`config.mk`:
```
export PLATFORM = sky130hd
export DESIGN_NAME = fifo_wr_arbiter
export DESIGN_NICKNAME = d
export VERILOG_FILES = /design/src/rtl/fifo_wr_arbiter.sv
export SDC_FILE = /design/constraint.sdc
export NUM_CORES = 1
export LEC_CHECK = 0
export CELL_PAD_IN_SITES_DETAIL_PLACEMENT = 1
export CELL_PAD_IN_SITES_GLOBAL_PLACEMENT = 1
export CORE_ASPECT_RATIO = 1.75
export CORE_MARGIN = 3
export CORE_UTILIZATION = 26
export CTS_CLUSTER_SIZE = 24
export DETAILED_ROUTE_END_ITERATION = 16
export PLACE_DENSITY_LB_ADDON = 0.1
export SYNTH_ARGS = -nofsm -noshare
export SYNTH_HDL_FRONTEND = slang
export SYNTH_SLANG_ARGS = --single-unit
```
`constraint.sdc`:
```
create_clock -name clk -period 3 [get_ports clk]
set_input_delay 0.9 -clock clk [delete_from_list [all_inputs] [get_ports clk]]
set_output_delay 0.9 -clock clk [all_outputs]
set_load 0.01 [all_outputs]
```
`src/rtl/fifo_wr_arbiter.sv`:
```
`default_nettype none
// +----------------------------------------------------------------------------+
// | Module      : fifo_wr_arbiter                                              |
// | Description : Round-robin arbiter sharing the single write port of the     |
// |               8-bit synchronous fifo among NUM_REQ producers. A winner     |
// |               keeps the port for a burst of up to BURST_LEN words; the     |
// |               fifo full flag stalls the burst without ending it.           |
// | Revision    : 1.0 - initial release                                        |
// +----------------------------------------------------------------------------+
// | Ports                                                                      |
// |   clk           in   1               system clock, rising edge             |
// |   rst           in   1               asynchronous reset, active-high       |
// |   req           in   NUM_REQ         requester i has a valid word          |
// |   req_data      in   NUM_REQ*DATA_W  lane i = req_data[i*DATA_W +: DATA_W] |
// |   gnt           out  NUM_REQ         one-hot, lane i word written now      |
// |   fifo_full     in   1               fifo full flag                        |
// |   fifo_we       out  1               fifo write enable                     |
// |   fifo_data_in  out  DATA_W          fifo write data                       |
// |   busy          out  1               high while a burst is open            |
// |   wr_count      out  16              (FIFO_ARB_STATS_EN) words written     |
// |   stall_count   out  16              (FIFO_ARB_STATS_EN) stalled cycles    |
// | Configuration                                                              |
// |   FIFO_ARB_STATS_EN  when defined, adds saturating write/stall counters.   |
// +----------------------------------------------------------------------------+

module fifo_wr_arbiter #(
   parameter int NUM_REQ   = 4,
   parameter int DATA_W    = 8,
   parameter int BURST_LEN = 4
) (
   input  logic                      clk,
   input  logic                      rst,
   input  logic [NUM_REQ-1:0]        req,
   input  logic [NUM_REQ*DATA_W-1:0] req_data,
   output logic [NUM_REQ-1:0]        gnt,
   input  logic                      fifo_full,
   output logic                      fifo_we,
   output logic [DATA_W-1:0]         fifo_data_in,
   output logic                      busy
`ifdef FIFO_ARB_STATS_EN
   ,
   output logic [15:0]               wr_count,
   output logic [15:0]               stall_count
`endif
);

   localparam int PTR_W = (NUM_REQ > 1) ? $clog2(NUM_REQ) : 1;
   localparam int CNT_W = $clog2(BURST_LEN) + 1;

   localparam logic [PTR_W:0]   c_num_req_ext = (PTR_W+1)'(NUM_REQ);
   localparam logic [PTR_W-1:0] c_last_req    = PTR_W'(NUM_REQ - 1);
   localparam logic [CNT_W-1:0] c_last_beat   = CNT_W'(BURST_LEN - 1);

   typedef enum logic [0:0] {
      ST_IDLE  = 1'b0,
      ST_BURST = 1'b1
   } state_t;

   state_t             state_q, state_d;
   logic [PTR_W-1:0]   rr_ptr_q, rr_ptr_d;
   logic [PTR_W-1:0]   owner_q, owner_d;
   logic [CNT_W-1:0]   beat_cnt_q, beat_cnt_d;

   logic [DATA_W-1:0]  w_lane [NUM_REQ];
   logic               w_found;
   logic [PTR_W-1:0]   w_pick;
   logic [PTR_W:0]     w_idx;
   logic [PTR_W-1:0]   w_next_ptr;
   logic               w_write;

   // Unpack the flat lane bus so the owner can index it directly.
   generate
      for (genvar gi = 0; gi < NUM_REQ; gi++) begin : g_lane
         assign w_lane[gi] = req_data[gi*DATA_W +: DATA_W];
      end
   endgenerate

   // Round-robin search starting at rr_ptr. Offsets are scanned from the
   // farthest down to zero so the closest requester (lowest offset) is the
   // last assignment and therefore wins.
   always_comb begin
      w_found = 1'b0;
      w_pick  = '0;
      w_idx   = '0;
      for (int k = NUM_REQ - 1; k >= 0; k--) begin
         w_idx = {1'b0, rr_ptr_q} + (PTR_W+1)'(k);
         if (w_idx >= c_num_req_ext) begin
            w_idx = w_idx - c_num_req_ext;
         end
         if (req[w_idx[PTR_W-1:0]]) begin
            w_found = 1'b1;
            w_pick  = w_idx[PTR_W-1:0];
         end
      end
   end

   // Pointer handed on when the current owner gives up the port.
   assign w_next_ptr = (owner_q == c_last_req) ? '0 : owner_q + 1'b1;

   // Next-state logic. A write needs an open burst, a word from the owner
   // and room in the fifo; everything else is either a stall or a release.
   always_comb begin
      state_d    = state_q;
      rr_ptr_d   = rr_ptr_q;
      owner_d    = owner_q;
      beat_cnt_d = beat_cnt_q;
      w_write    = 1'b0;
      case (state_q)
         ST_IDLE: begin
            beat_cnt_d = '0;
            if (w_found) begin
               owner_d = w_pick;
               state_d = ST_BURST;
            end
         end
         ST_BURST: begin
            if (req[owner_q]) begin
               if (!fifo_full) begin
                  w_write    = 1'b1;
                  beat_cnt_d = beat_cnt_q + 1'b1;
                  if (beat_cnt_q == c_last_beat) begin
                     state_d  = ST_IDLE;
                     rr_ptr_d = w_next_ptr;
                  end
               end
               // full with req held: stall, nothing changes
            end else begin
               state_d  = ST_IDLE;
               rr_ptr_d = w_next_ptr;
            end
         end
         default: begin
            state_d = ST_IDLE;
         end
      endcase
   end

   always_ff @(posedge clk or posedge rst) begin
      if (rst) begin
         state_q    <= ST_IDLE;
         rr_ptr_q   <= '0;
         owner_q    <= '0;
         beat_cnt_q <= '0;
      end else begin
         state_q    <= state_d;
         rr_ptr_q   <= rr_ptr_d;
         owner_q    <= owner_d;
         beat_cnt_q <= beat_cnt_d;
      end
   end

   // Outputs decode from registered state plus the live owner request and
   // full flag, so an asynchronous reset drops them at once.
   assign fifo_we      = w_write;
   assign gnt          = w_write ? (NUM_REQ'(1) << owner_q) : '0;
   assign fifo_data_in = w_write ? w_lane[owner_q] : '0;
   assign busy         = (state_q == ST_BURST);

`ifdef FIFO_ARB_STATS_EN
   logic [15:0] wr_count_q, wr_count_d;
   logic [15:0] stall_count_q, stall_count_d;
   logic        w_stall;

   assign w_stall = (state_q == ST_BURST) && req[owner_q] && fifo_full;

   // Both counters stick at all-ones rather than wrapping.
   always_comb begin
      wr_count_d    = wr_count_q;
      stall_count_d = stall_count_q;
      if (w_write && (wr_count_q != 16'hFFFF)) begin
         wr_count_d = wr_count_q + 16'd1;
      end
      if (w_stall && (stall_count_q != 16'hFFFF)) begin
         stall_count_d = stall_count_q + 16'd1;
      end
   end

   always_ff @(posedge clk or posedge rst) begin
      if (rst) begin
         wr_count_q    <= '0;
         stall_count_q <= '0;
      end else begin
         wr_count_q    <= wr_count_d;
         stall_count_q <= stall_count_d;
      end
   end

   assign wr_count    = wr_count_q;
   assign stall_count = stall_count_q;
`endif

endmodule

`default_nettype wire

```
==> results of run 1 <==
-- worst min path at each step --
stage | depth (start not counted) | slack [ps] | startpoint | endpoint
final | 1 | 540 | beat_cnt_q[2]$_DFFE_PP0P_ | beat_cnt_q[2]$_DFFE_PP0P_
after global routing | 2 | 580 | beat_cnt_q[1]$_DFFE_PP0P_ | beat_cnt_q[1]$_DFFE_PP0P_
after CTS | 1 | 540 | beat_cnt_q[2]$_DFFE_PP0P_ | beat_cnt_q[2]$_DFFE_PP0P_
after detailed placement | 1 | 530 | beat_cnt_q[2]$_DFFE_PP0P_ | beat_cnt_q[2]$_DFFE_PP0P_
after global placement | 1 | 510 | beat_cnt_q[2]$_DFFE_PP0P_ | beat_cnt_q[2]$_DFFE_PP0P_
after floorplan | 1 | 500 | beat_cnt_q[2]$_DFFE_PP0P_ | beat_cnt_q[2]$_DFFE_PP0P_
-- cell usage after synthesis, drive strengths merged --
library cell and number:
o21ai 2, mux2i 3, nand3b 1, nand2 5, o21bai 1, o41ai 1, and2 1, and3 12
buf 2, clkbuf 3, nor4 1, mux4 9, dfrtp 8, o31ai 1, nand2b 4, a221oi 1
o211a 1, or2 1, a2111oi 1, ha 6, nand3 1, nor2b 3, nor2 2, a21oi 3
inv 7, mux2 2
-- state kept, by name (all words and copies together) (netlist names) --
name,count
beat_cnt_q,3
owner_q,2
rr_ptr_q,2
busy,1
-- power breakdown --
group	leakage, nW	switching [W]	internal (W)	total [W]
Sequential	0.100	0.0000578	0.000162	0.000219
Combinational	0.684	0.000343	0.000487	0.000830
Clock	0.0216	0.0000365	0.0000864	0.000123
Total	0.806	0.000437	0.000735	0.00117
-- cells by family after synthesis --
family	Yosys count
AO/OA/AOI/OAI	11
adder cells (fa/ha/maj)	6
buffers and inverters	12
flip-flops	8
multiplexers	14
AND/OR/NAND/NOR	31
-- critical path, stage by stage --
cell	delay, ps
clkdlybuf4s50_1	410
mux4_2	460
and3_4	190
buf_6	110
-- cell usage in the layout (no fill, tap or decap), drive strengths merged --
cell type      netlist  routed
ha                   6       6
dfrtp                8       8
a2111oi              1       1
nor4                 1       1
clkbuf               3       3
nand3                1       1
o21bai               1       1
dlymetal6s2s         0       6
nor2b                3       3
o41ai                1       1
nand2b               4       4
o21ai                2       2
mux2i                3       3
mux4                 9      10
and3                12      12
inv                  7       7
clkdlybuf4s50        0      29
nand2                5       5
a221oi               1       1
nand3b               1       1
o211a                1       1
dlygate4sd2          0       1
buf                  2      37
o31ai                1       1
mux2                 2       2
or2                  1       1
and2                 1       1
a21oi                3       3
nor2                 2       2
-- stage by stage --
stage          total power [W]  instance area (sq um)  cells  setup slack, ps  utilization [%]
2_1_floorplan         0.000609                    845     82              314                -
3_3_place_gp          0.000877                   1490    183             -502             49.2
3_5_place_dp          0.000907                   1490    183             -540             49.2
4_1_cts                0.00113                   1560    194            0.712             51.7
5_1_grt                0.00127                   1630    196           -0.703             54.0
6_report               0.00117                   1630    196             22.5             54.0
-- per-layer routing --
layer | routed length (um) | up-vias | GRT usage [%] | part of all wire (%)
li1 | - | 456 | - | -
met4 | 17 | 0 | 3.42 | 0.51
met2 | 1870 | 37 | 34.7 | 56
met1 | 1300 | 458 | 20.8 | 39
met3 | 161 | 2 | 3.49 | 4.8
met5 | 0 | - | 0 | 0
-- timing repair --
action                     4_1_cts  5_1_grt
resized for setup               68       20
gates cloned                     1        0
setup endpoints to repair       13        9
hold buffers                     0        0
setup buffers                    7        2
pin swaps                        1        5
-- area by class of cell --
type                       count  area share [%]
clock buffer                   3            2.53
inverter                       7            1.61
multi-input combinational     63            39.9
sequential                     8            12.3
tap                           42            3.22
timing repair buffer          73            40.5
==> results by group, run 1 <==
Outcome
  • Status: finished clean

Critical path
  • CP Max Fanout: 1
  • Crit Reg-Reg Startpoint: owner_q[0]$_DFFE_PP0P_
  • Worst Setup Start Kind: primary input
  • Crit Path Class: primary input to output pin
  • R2R depth: 6
  • Required time worst endpoint: 2100 ps
  • Worst r2r dst: rr_ptr_q[1]$_DFFE_PP0P_
  • Critical path origin: req_data[24]
  • CP Capture Type: output pin
  • Critical Path End: fifo_data_in[0]
  • Reg2Reg Setup Slack: 920 ps
  • Arrival time worst endpoint: 2080 ps

Power
  • PD cells: 718 nW/um^2
  • Lkg Pwr: 0.806 nW
  • VDD IR max: 0.000508 V

Synth
  • Main combinational cell family by area after synthesis: multiplexers
  • Synth Instances: 82
  • Adder-Cell Fraction of Synth Area: 8.89%
  • Mapped Area: 845 sq um
  • Synth area leaders: dfrtp_1 24%, mux4_2 21%, and3_1 8.9%
  • Syn Area/Cell: 10.3 sq um
  • Synth Warn #: 0
  • Synth unique cells: 31
  • Synth top area share: 23.7%
  • Post-synthesis mux area share: 30.7%
  • XOR/XNOR Fraction of Synth Area: 0%
  • Seq/Total Area, Yosys: 23.7%
  • Synth Area in Simple Gates: 21.8%
  • Synth area leader: dfrtp_1
  • Post-synthesis compound-gate area fraction: 9.48%
  • #FFs+latches synth: 8
  • Net Count, Synth: 127

Placed design
  • Buffers on Ports: 52
  • Placer congestion estimate: 0.760
  • Detailed placer's ending HPWL: 2420 um

Floorplan
  • Die height: 81.4 um
  • Top Ports: 53
  • Die Wd: 49.1 um
  • Std cell rows: 26
  • Core area: 3030 sq um
  • Die area: 4000 sq um
  • Starting Density: 27.9%

Global route
  • Gr ovfl total: 0
  • Gr usage total: 18.2%
  • Initial antenna violation count: 0
  • Via count of the first global-routing pass: 1113
  • First-pass GRT wire length: 5730 um
  • Largest net degree at the start of global routing: 14

Final layout
  • Multi-input logic area: 652 sq um
  • Layout Nets: 201
  • Layout area overhead: 93.3%
  • Antenna cell count: 0
  • Fill cells: 350
  • Sequential Area: 200 sq um
  • Share of cells above drive strength 1: 39.6%

Timing
  • Period utilization: 99.3%
  • Tmin final: 2980 ps
  • Final Hold Viols: 0
  • F_max: 336 MHz
  • Count of pins over their slew limit: 0
  • Final setup viols: 0
  • Final Skew: 3.64 ps
  • Worst Max-Slew Pin Slew: 405 ps
  • Setup TNS: 0 ps
  • Slew headroom: 72.8%
  • Worst Hold Slack: 536 ps

CTS
  • CTS buffer count: 3
  • Htree depth: 1
  • Clock Sinks: 8
  • Clk_lat worst skew: 220 ps
  • Clock tree buffer depth: 2
  • CTS Root Cell: clkbuf_8
  • CTS tree: yes
  • Clock Pin Slew Worst Setup and Hold Paths: 40 ps

Detailed routing
  • Post-DRT Antenna Nets: 0
  • WL per Instance: 17.1 um
  • Final WL: 3350 um
  • First-pass DRT Iterations: 2
  • Residual DRC: 0
  • Vias per std cell: 4.86
  • 1st-iter DRT viols: 5
  • Vias: 953

Worst hold path
  • Worst Hold Class: flop to flop

Job
  • Max-cap violations: 0
(Power assumes the default switching activity.)
==> run 2, diff against run 1 <==
- ABC_CLOCK_PERIOD_IN_PS: not set -> 3000
==> results of run 2 <==
Same layout as run 1: the final DEF is identical, and so are final timing and power.
